## src/rtl/filter_stream_bridge.sv

```systemverilog
// Bridges the resampling filter's four-phase req/ack sample ports to valid/ready streams.
// An input FIFO answers filter input requests; an output FIFO absorbs filter output samples.
module filter_stream_bridge #(
  parameter int DWIDTH    = 16,
  parameter int DEPTH     = 8,
  parameter int DEPTH_LOG = 3,
  parameter int SWIDTH    = 16
) (
  input  logic                 clk,
  input  logic                 rst,
  input  logic                 s_valid,
  output logic                 s_ready,
  input  logic [0:DWIDTH-1]    s_data,
  input  logic                 f_req_in,
  output logic                 f_ack_in,
  output logic [0:DWIDTH-1]    f_data_in,
  input  logic                 f_req_out,
  output logic                 f_ack_out,
  input  logic [0:DWIDTH-1]    f_data_out,
  output logic                 m_valid,
  input  logic                 m_ready,
  output logic [0:DWIDTH-1]    m_data,
  output logic [DEPTH_LOG:0]   in_count,
  output logic [DEPTH_LOG:0]   out_count,
  output logic [SWIDTH-1:0]    in_starve,
  output logic [SWIDTH-1:0]    out_block
);

  localparam logic [0:0] IN_IDLE  = 1'b0;
  localparam logic [0:0] IN_ACK   = 1'b1;
  localparam logic [0:0] OUT_IDLE = 1'b0;
  localparam logic [0:0] OUT_ACK  = 1'b1;

  localparam logic [DEPTH_LOG:0]   FULL_CNT = DEPTH[DEPTH_LOG:0];
  localparam logic [DEPTH_LOG:0]   CNT_ONE  = (DEPTH_LOG+1)'(1);
  localparam logic [DEPTH_LOG-1:0] PTR_ONE  = DEPTH_LOG'(1);
  localparam logic [SWIDTH-1:0]    STALL_ONE = SWIDTH'(1);

  logic [0:DWIDTH-1]    in_mem_q  [DEPTH];
  logic [0:DWIDTH-1]    out_mem_q [DEPTH];

  logic [DEPTH_LOG-1:0] in_wr_ptr_q, in_wr_ptr_d, in_rd_ptr_q, in_rd_ptr_d;
  logic [DEPTH_LOG-1:0] out_wr_ptr_q, out_wr_ptr_d, out_rd_ptr_q, out_rd_ptr_d;
  logic [DEPTH_LOG:0]   in_count_q, in_count_d, out_count_q, out_count_d;
  logic [0:0]           in_state_q, in_state_d, out_state_q, out_state_d;
  logic [0:DWIDTH-1]    f_data_in_q, f_data_in_d;
  logic [SWIDTH-1:0]    in_starve_q, in_starve_d, out_block_q, out_block_d;

  logic in_push, in_pop, in_empty, out_write, out_pop, out_full;

  assign in_empty  = (in_count_q == '0);
  assign out_full  = (out_count_q == FULL_CNT);
  assign s_ready   = !rst && (in_count_q != FULL_CNT);
  assign m_valid   = (out_count_q != '0);
  assign in_push   = s_valid && s_ready;
  assign in_pop    = (in_state_q == IN_IDLE) && f_req_in && !in_empty;
  assign out_write = (out_state_q == OUT_IDLE) && f_req_out && !out_full;
  assign out_pop   = m_valid && m_ready;

  assign f_ack_in  = (in_state_q == IN_ACK);
  assign f_ack_out = (out_state_q == OUT_ACK);
  assign f_data_in = f_data_in_q;
  assign m_data    = m_valid ? out_mem_q[out_rd_ptr_q] : '0;
  assign in_count  = in_count_q;
  assign out_count = out_count_q;
  assign in_starve = in_starve_q;
  assign out_block = out_block_q;

  always_comb begin
    in_wr_ptr_d = in_push ? in_wr_ptr_q + PTR_ONE : in_wr_ptr_q;
    in_rd_ptr_d = in_pop  ? in_rd_ptr_q + PTR_ONE : in_rd_ptr_q;
    in_count_d  = in_count_q;
    case ({in_push, in_pop})
      2'b10:   in_count_d = in_count_q + CNT_ONE;
      2'b01:   in_count_d = in_count_q - CNT_ONE;
      default: in_count_d = in_count_q;
    endcase
    f_data_in_d = in_pop ? in_mem_q[in_rd_ptr_q] : f_data_in_q;
    in_state_d  = in_state_q;
    case (in_state_q)
      IN_IDLE: if (in_pop) in_state_d = IN_ACK;
      default: if (!f_req_in) in_state_d = IN_IDLE;
    endcase
    in_starve_d = in_starve_q;
    if ((in_state_q == IN_IDLE) && f_req_in && in_empty && (in_starve_q != '1))
      in_starve_d = in_starve_q + STALL_ONE;
  end

  // A full FIFO defers the write even when a pop frees space this cycle.
  always_comb begin
    out_wr_ptr_d = out_write ? out_wr_ptr_q + PTR_ONE : out_wr_ptr_q;
    out_rd_ptr_d = out_pop   ? out_rd_ptr_q + PTR_ONE : out_rd_ptr_q;
    out_count_d  = out_count_q;
    case ({out_write, out_pop})
      2'b10:   out_count_d = out_count_q + CNT_ONE;
      2'b01:   out_count_d = out_count_q - CNT_ONE;
      default: out_count_d = out_count_q;
    endcase
    out_state_d = out_state_q;
    case (out_state_q)
      OUT_IDLE: if (out_write) out_state_d = OUT_ACK;
      default:  if (!f_req_out) out_state_d = OUT_IDLE;
    endcase
    out_block_d = out_block_q;
    if ((out_state_q == OUT_IDLE) && f_req_out && out_full && (out_block_q != '1))
      out_block_d = out_block_q + STALL_ONE;
  end

  always_ff @(posedge clk) begin
    if (rst) begin
      in_wr_ptr_q  <= '0;
      in_rd_ptr_q  <= '0;
      in_count_q   <= '0;
      in_state_q   <= IN_IDLE;
      f_data_in_q  <= '0;
      in_starve_q  <= '0;
      out_wr_ptr_q <= '0;
      out_rd_ptr_q <= '0;
      out_count_q  <= '0;
      out_state_q  <= OUT_IDLE;
      out_block_q  <= '0;
    end else begin
      in_wr_ptr_q  <= in_wr_ptr_d;
      in_rd_ptr_q  <= in_rd_ptr_d;
      in_count_q   <= in_count_d;
      in_state_q   <= in_state_d;
      f_data_in_q  <= f_data_in_d;
      in_starve_q  <= in_starve_d;
      out_wr_ptr_q <= out_wr_ptr_d;
      out_rd_ptr_q <= out_rd_ptr_d;
      out_count_q  <= out_count_d;
      out_state_q  <= out_state_d;
      out_block_q  <= out_block_d;
    end
  end

  // Storage needs no reset; occupancy counters alone decide what is valid.
  always_ff @(posedge clk) begin
    if (in_push) in_mem_q[in_wr_ptr_q] <= s_data;
    if (out_write) out_mem_q[out_wr_ptr_q] <= f_data_out;
  end

endmodule

```

## config.mk

```make
export PLATFORM = sky130hd
export DESIGN_NAME = filter_stream_bridge
export DESIGN_NICKNAME = d
export VERILOG_FILES = /design/src/rtl/filter_stream_bridge.sv
export SDC_FILE = /design/constraint.sdc
export NUM_CORES = 1
export LEC_CHECK = 0
export CAP_MARGIN = 5
export CORE_UTILIZATION = 45
export CTS_BUF_LIST = sky130_fd_sc_hd__clkbuf_8
export CTS_CLUSTER_DIAMETER = 200
export DETAILED_ROUTE_END_ITERATION = 8
export SLEW_MARGIN = 20
export SYNTH_ARGS = -nofsm -noshare
export SYNTH_HDL_FRONTEND = slang
export SYNTH_SLANG_ARGS = --single-unit
```

## constraint.sdc

```tcl
create_clock -name clk -period 6.4 [get_ports clk]
set_input_delay 1.92 -clock clk [delete_from_list [all_inputs] [get_ports clk]]
set_output_delay 1.92 -clock clk [all_outputs]
set_load 0.05 [all_outputs]
```

* Yosys cells after proc, flatten, opt, wreduce, memory -nomap -nowiden
Memory sizes are Yosys's and may differ from the RTL's. A register that Yosys moved wholly into a read port is not among the register bits.
Cells that the tools add are included.
** Word-level totals
- Register bits :: 54
- RAM bits :: 256
- Input port bits :: 38
- Output and inout port bits :: 76
- Logic and storage cells :: 64
- Memories kept :: 2
** Memory list
- in_mem_q :: words 8, width 16, read ports 1, clocked after memory_dff 1, wr ports 1, RTL line 39 : logic [0:DWIDTH-1] in_mem_q [DEPTH];
- out_mem_q :: words 8, width 16, read ports 1, clocked after memory_dff 1, wr ports 1, RTL line 40 : logic [0:DWIDTH-1] out_mem_q [DEPTH];
** Operators by class
- Add/sub/neg operators :: 10
- Equal/unequal tests :: 8
- Muxes and demuxes :: 14
- Bitwise logic cells :: 2
- Reductions and logical operators :: 18
** Operators with widths (number)
- $add 16x1->16 const B :: 2
- $ne 16x16->1 const B :: 2
- $mux 16 :: 1
- $pmux 4 s2 :: 2
- $add 3x1->3 const B :: 4
- $logic_and 1x1->1 :: 11
- $mux 1 :: 9
- $add 4x1->4 const B :: 2
- $sub 4x1->4 const B :: 2
- $mux 3 :: 2
- $eq 2x1->1 const B :: 2
- $eq 2x2->1 const B :: 2
- $eq 4x4->1 const B :: 1
- $logic_not 4->1 :: 1
- $ne 4x4->1 const B :: 1
- $reduce_bool 2->1 :: 2
- $reduce_bool 4->1 :: 1
- $logic_not 1->1 :: 3
- $not 1->1 :: 2

* Longest topological paths before layout
- Word-level depth :: 5
- Mapped depth :: 12
- Gate-level depth less buffers :: 10

* Least setup slack after synthesis
Ideal clock, no wire load.
- Path kind :: input port to output port
- Start :: in rst
- End :: out s_ready
- Arrival :: 3.083 ns
- Required time :: 4.480 ns
- Setup slack :: 1.397 ns
- Stages :: 3
- Buffers on the path :: 2
- Path through :: clkbuf_1 -> buf_1 -> a21oi_1
** On the way
- Cells in the longest elaborated chain, start to end :: 2
** Ends and longest elaborated chain
- start: declaration :: RTL line 10 : input logic rst,
- $logic_not 1->1 :: RTL line 53 : assign s_ready = !rst && (in_count_q != FULL_CNT);
- $logic_and 1x1->1 :: RTL line 53
- end: declaration :: RTL line 12 : output logic s_ready,
Every way passes these cells.

==> flow_metrics.tcl <==
set metrics [dict create \
    status "completed" \
    diodes 0 \
    syn_area_per_cell_um2 16.4 \
    max-cap-violations 0 \
    core_area_um2 28700 \
    crit_required_ns 4.48 \
    vias 7502 \
    synth.most_common_cell "edfxtp_1" \
    timing.fmax_ghz 0.192 \
    grt-busiest-layer "met2" \
    slew_violations 0 \
    cts_setup_buffers 0 \
    grt_overflow_total 0 \
    rr_startpoint "in_count[0]$_SDFFE_PP0P_" \
    synth_common_cells "edfxtp_1, dfxtp_1, mux4_2, nor2_1, a21oi_1" \
    rsz0062_at_grt "no" \
    path_cells "buf_4 -> mux4_2 -> mux2i_1 -> nor2_1 -> clkdlybuf4s50_1" \
    cts-hold-fix-buffers 0 \
    pwr-share-clk_pct 28.7 \
    grtUsageMet2_pct 31.0 \
    die_y_um 173 \
    avgViaCountPerCell 5.43 \
    antenna_left 0 \
    combPwrFrac_pct 27.2 \
    cts_sinks 329 \
    initial_core_util_pct 45.7 \
    grt.total_usage_pct 18.3 \
    numPortBuffers 113 \
    p_leak_uw 0.00513 \
    cts_resized 0 \
    dp_cells 1285 \
    cts_tree "yes" \
    crit_fanout 22 \
    ys_types 44 \
    htree_levels 2 \
    netlist_area_um2 13100 \
    p_seq_share_pct 44.1 \
    synth_edf_count 256 \
    ys.flop_type "edfxtp_1" \
    p_sw_uw 1900 \
    clockBufferDepth 3 \
    cp_num_buf_inv 2 \
    path_delay_family "buffers and inverters" \
    cp-start-kind "flop" \
    gp_congestion 0.764 \
    synth.top_cell.area_share_pct 58.7 \
    dp_hpwl_um 15800 \
    io_pins 114 \
    synth_warnings 0 \
    grt_start_max_net_pins 59 \
    fillers 2299 \
    power-per-cell-area_nw_per_um2 368 \
    insertion_delay_ns 0.59 \
    slowest_delay_ns 0.86 \
    slew_headroom_pct 33.1 \
    arrival_ns 3.28 \
    grt_pass1_vias 7487 \
    ys_seq_area_share_pct 69.8 \
    setup_viol 0 \
    ys_seq_elements 329 \
    final_cells 1381 \
    holdCritStartpoint "out_wr_ptr_q[0]$_SDFFE_PP0P_" \
    die_width_um 173 \
    ir_drop_v 0.000279 \
    slowest_stage "dfxtp_2" \
    swShare_pct 32.6 \
    dieArea_um2 29800 \
    endpoint_kind "output port" \
    dr.first_iter.drc_count 418 \
    final_layout_size_suffix_gt1_share_pct 18.2 \
    grt_pass1_wl_um 42200 \
    yosys.area.top_type "edfxtp_1" \
    firstDrtPassIters 4 \
    antenna_found_initial 1 \
    drt-total-wl_um 26900 \
    syn_inst 799 \
    rows 62 \
    clock_skew_ns 0.0285 \
    period_share_pct 81.3 \
    met1_usage_pct 24.0 \
    async_reset_ff_share_pct 0 \
    synth_nets 849 \
    cts.clk_slew.worst_paths_ns 0.06 \
    num-nets-final 1005 \
    clockRootBuffer "clkbuf_8" \
    finalHoldViolCount 0 \
    worstMarginPinSlew_ns 0.996 \
    cts_buffers 52 \
    hold_class "reg -> reg" \
    fin_setup_tns_ns 0 \
    use_met3_pct 3.76 \
    synthTopCellsByArea "edfxtp_1, dfxtp_1, mux4_2, mux2i_1, a21oi_1" \
    intPower_uw 3910 \
    syn_to_final_growth_pct 20.5 \
    wl_per_cell_um 19.5 \
    drc 0 \
    critPathKind "reg -> out" \
    period_minus_slack_ns 5.20 \
]
[cell families after synthesis]
kind of cell / count (synthesis) / share of synthesized area, %
compound gates: 108 / 4.85
xor+xnor: 11 / 0.735
fa+ha+maj: 12 / 1.15
buf+inv: 50 / 1.60
flops: 329 / 69.8
mux: 107 / 14.3
simple gates: 182 / 7.52
[path summary, 6_finish.rpt]
| check | endpoint | slack (ns) | cells past startpoint |
|---|---|---|---|
| max | m_data[8] | 1.20 | 5 |
| max reg2reg | in_count[2]$_SDFFE_PP0P_ | 3.47 | 10 |
| min reg2reg | out_wr_ptr_q[0]$_SDFFE_PP0P_ | 0.49 | 2 |
| min | out_wr_ptr_q[0]$_SDFFE_PP0P_ | 0.49 | 2 |
[per-layer routing]
metal  vias to the layer above  share of wire (%)
li1                       3511                  -
met1                      3799                 44
met2                       153                 50
met3                        39                4.4
met4                         0                1.7
met5                         -                  0
[power groups by stage]
stage	registers, uW	clock network, uW	logic (uW)
4_1_cts	2560	1720	1600
5_1_grt	2580	1820	1690
2_1_floorplan	2800	0	889
3_3_place_gp	2600	0	1580
3_5_place_dp	2610	0	1590
6_report	2560	1670	1580
[layout make-up]
type | count | area [um^2] | area share (%)
flip-flops and latches | 329 | 9150 | 57.9
multi-input cells | 420 | 3780 | 23.9
repair buffers | 143 | 1350 | 8.56
clock buffers | 61 | 840 | 5.32
well taps | 384 | 480 | 3.04
clock inverters | 35 | 163 | 1.03
inverters | 9 | 33.8 | 0.214
[through the flow]
| step | total power [uW] | hold WS, ns | setup slack [ns] | cell area (um^2) | util (%) |
|---|---|---|---|---|---|
| CTS | 5880 | 0.497 | 1.07 | 15800 | 55.0 |
| finish | 5810 | 0.492 | 1.20 | 15800 | 55.0 |
| detailed placement | 4200 | 0.488 | 1.53 | 14800 | 51.5 |
| global route | 6090 | 0.539 | 0.903 | 15800 | 55.0 |
| global placement | 4190 | 0.473 | 1.54 | 14800 | 51.5 |
| floorplan | 3680 | 0.462 | 1.40 | 13100 | - |
[placed cells by master, fill, tap and decap left out, types with 7 or more instances in the layout]
| master | instances |
|---|---|
| inv_1 | 36 |
| a21oi_1 | 47 |
| nor2b_1 | 9 |
| nor3_1 | 7 |
| o31ai_1 | 14 |
| nand2_1 | 18 |
| o21ai_0 | 28 |
| mux2i_1 | 37 |
| mux4_2 | 64 |
| nor2_1 | 51 |
| or4_1 | 15 |
| nand3_1 | 21 |
| nand4_1 | 13 |
| dfxtp_1 | 71 |
| xor2_1 | 9 |
| clkdlybuf4s50_1 | 112 |
| ha_1 | 12 |
| clkbuf_8 | 61 |
| edfxtp_1 | 256 |
| nand2b_1 | 9 |
| buf_4 | 30 |
[worst reg2reg max path, stage by stage, from the launching register on]
cell,delay (ns)
dfxtp_1,0.40
nor4_1,0.73
nor2_2,0.09
buf_4,0.30
ha_1,0.31
xor2_1,0.16
ha_1,0.19
a21oi_1,0.15
xor2_1,0.09
or3_1,0.31
a21oi_1,0.14
[sequential cells by signal (all words and copies together), names as in the netlist, named ones only]
register      count
in_starve        16
out_mem_q       128
in_mem_q        128
out_wr_ptr_q      3
f_ack_in          1
out_block        16
out_rd_ptr_q      3
in_wr_ptr_q       3
f_data_in        16
out_count         4
f_ack_out         1
in_count          4
in_rd_ptr_q       3
No activity file was read; power rests on OpenSTA's default activity.
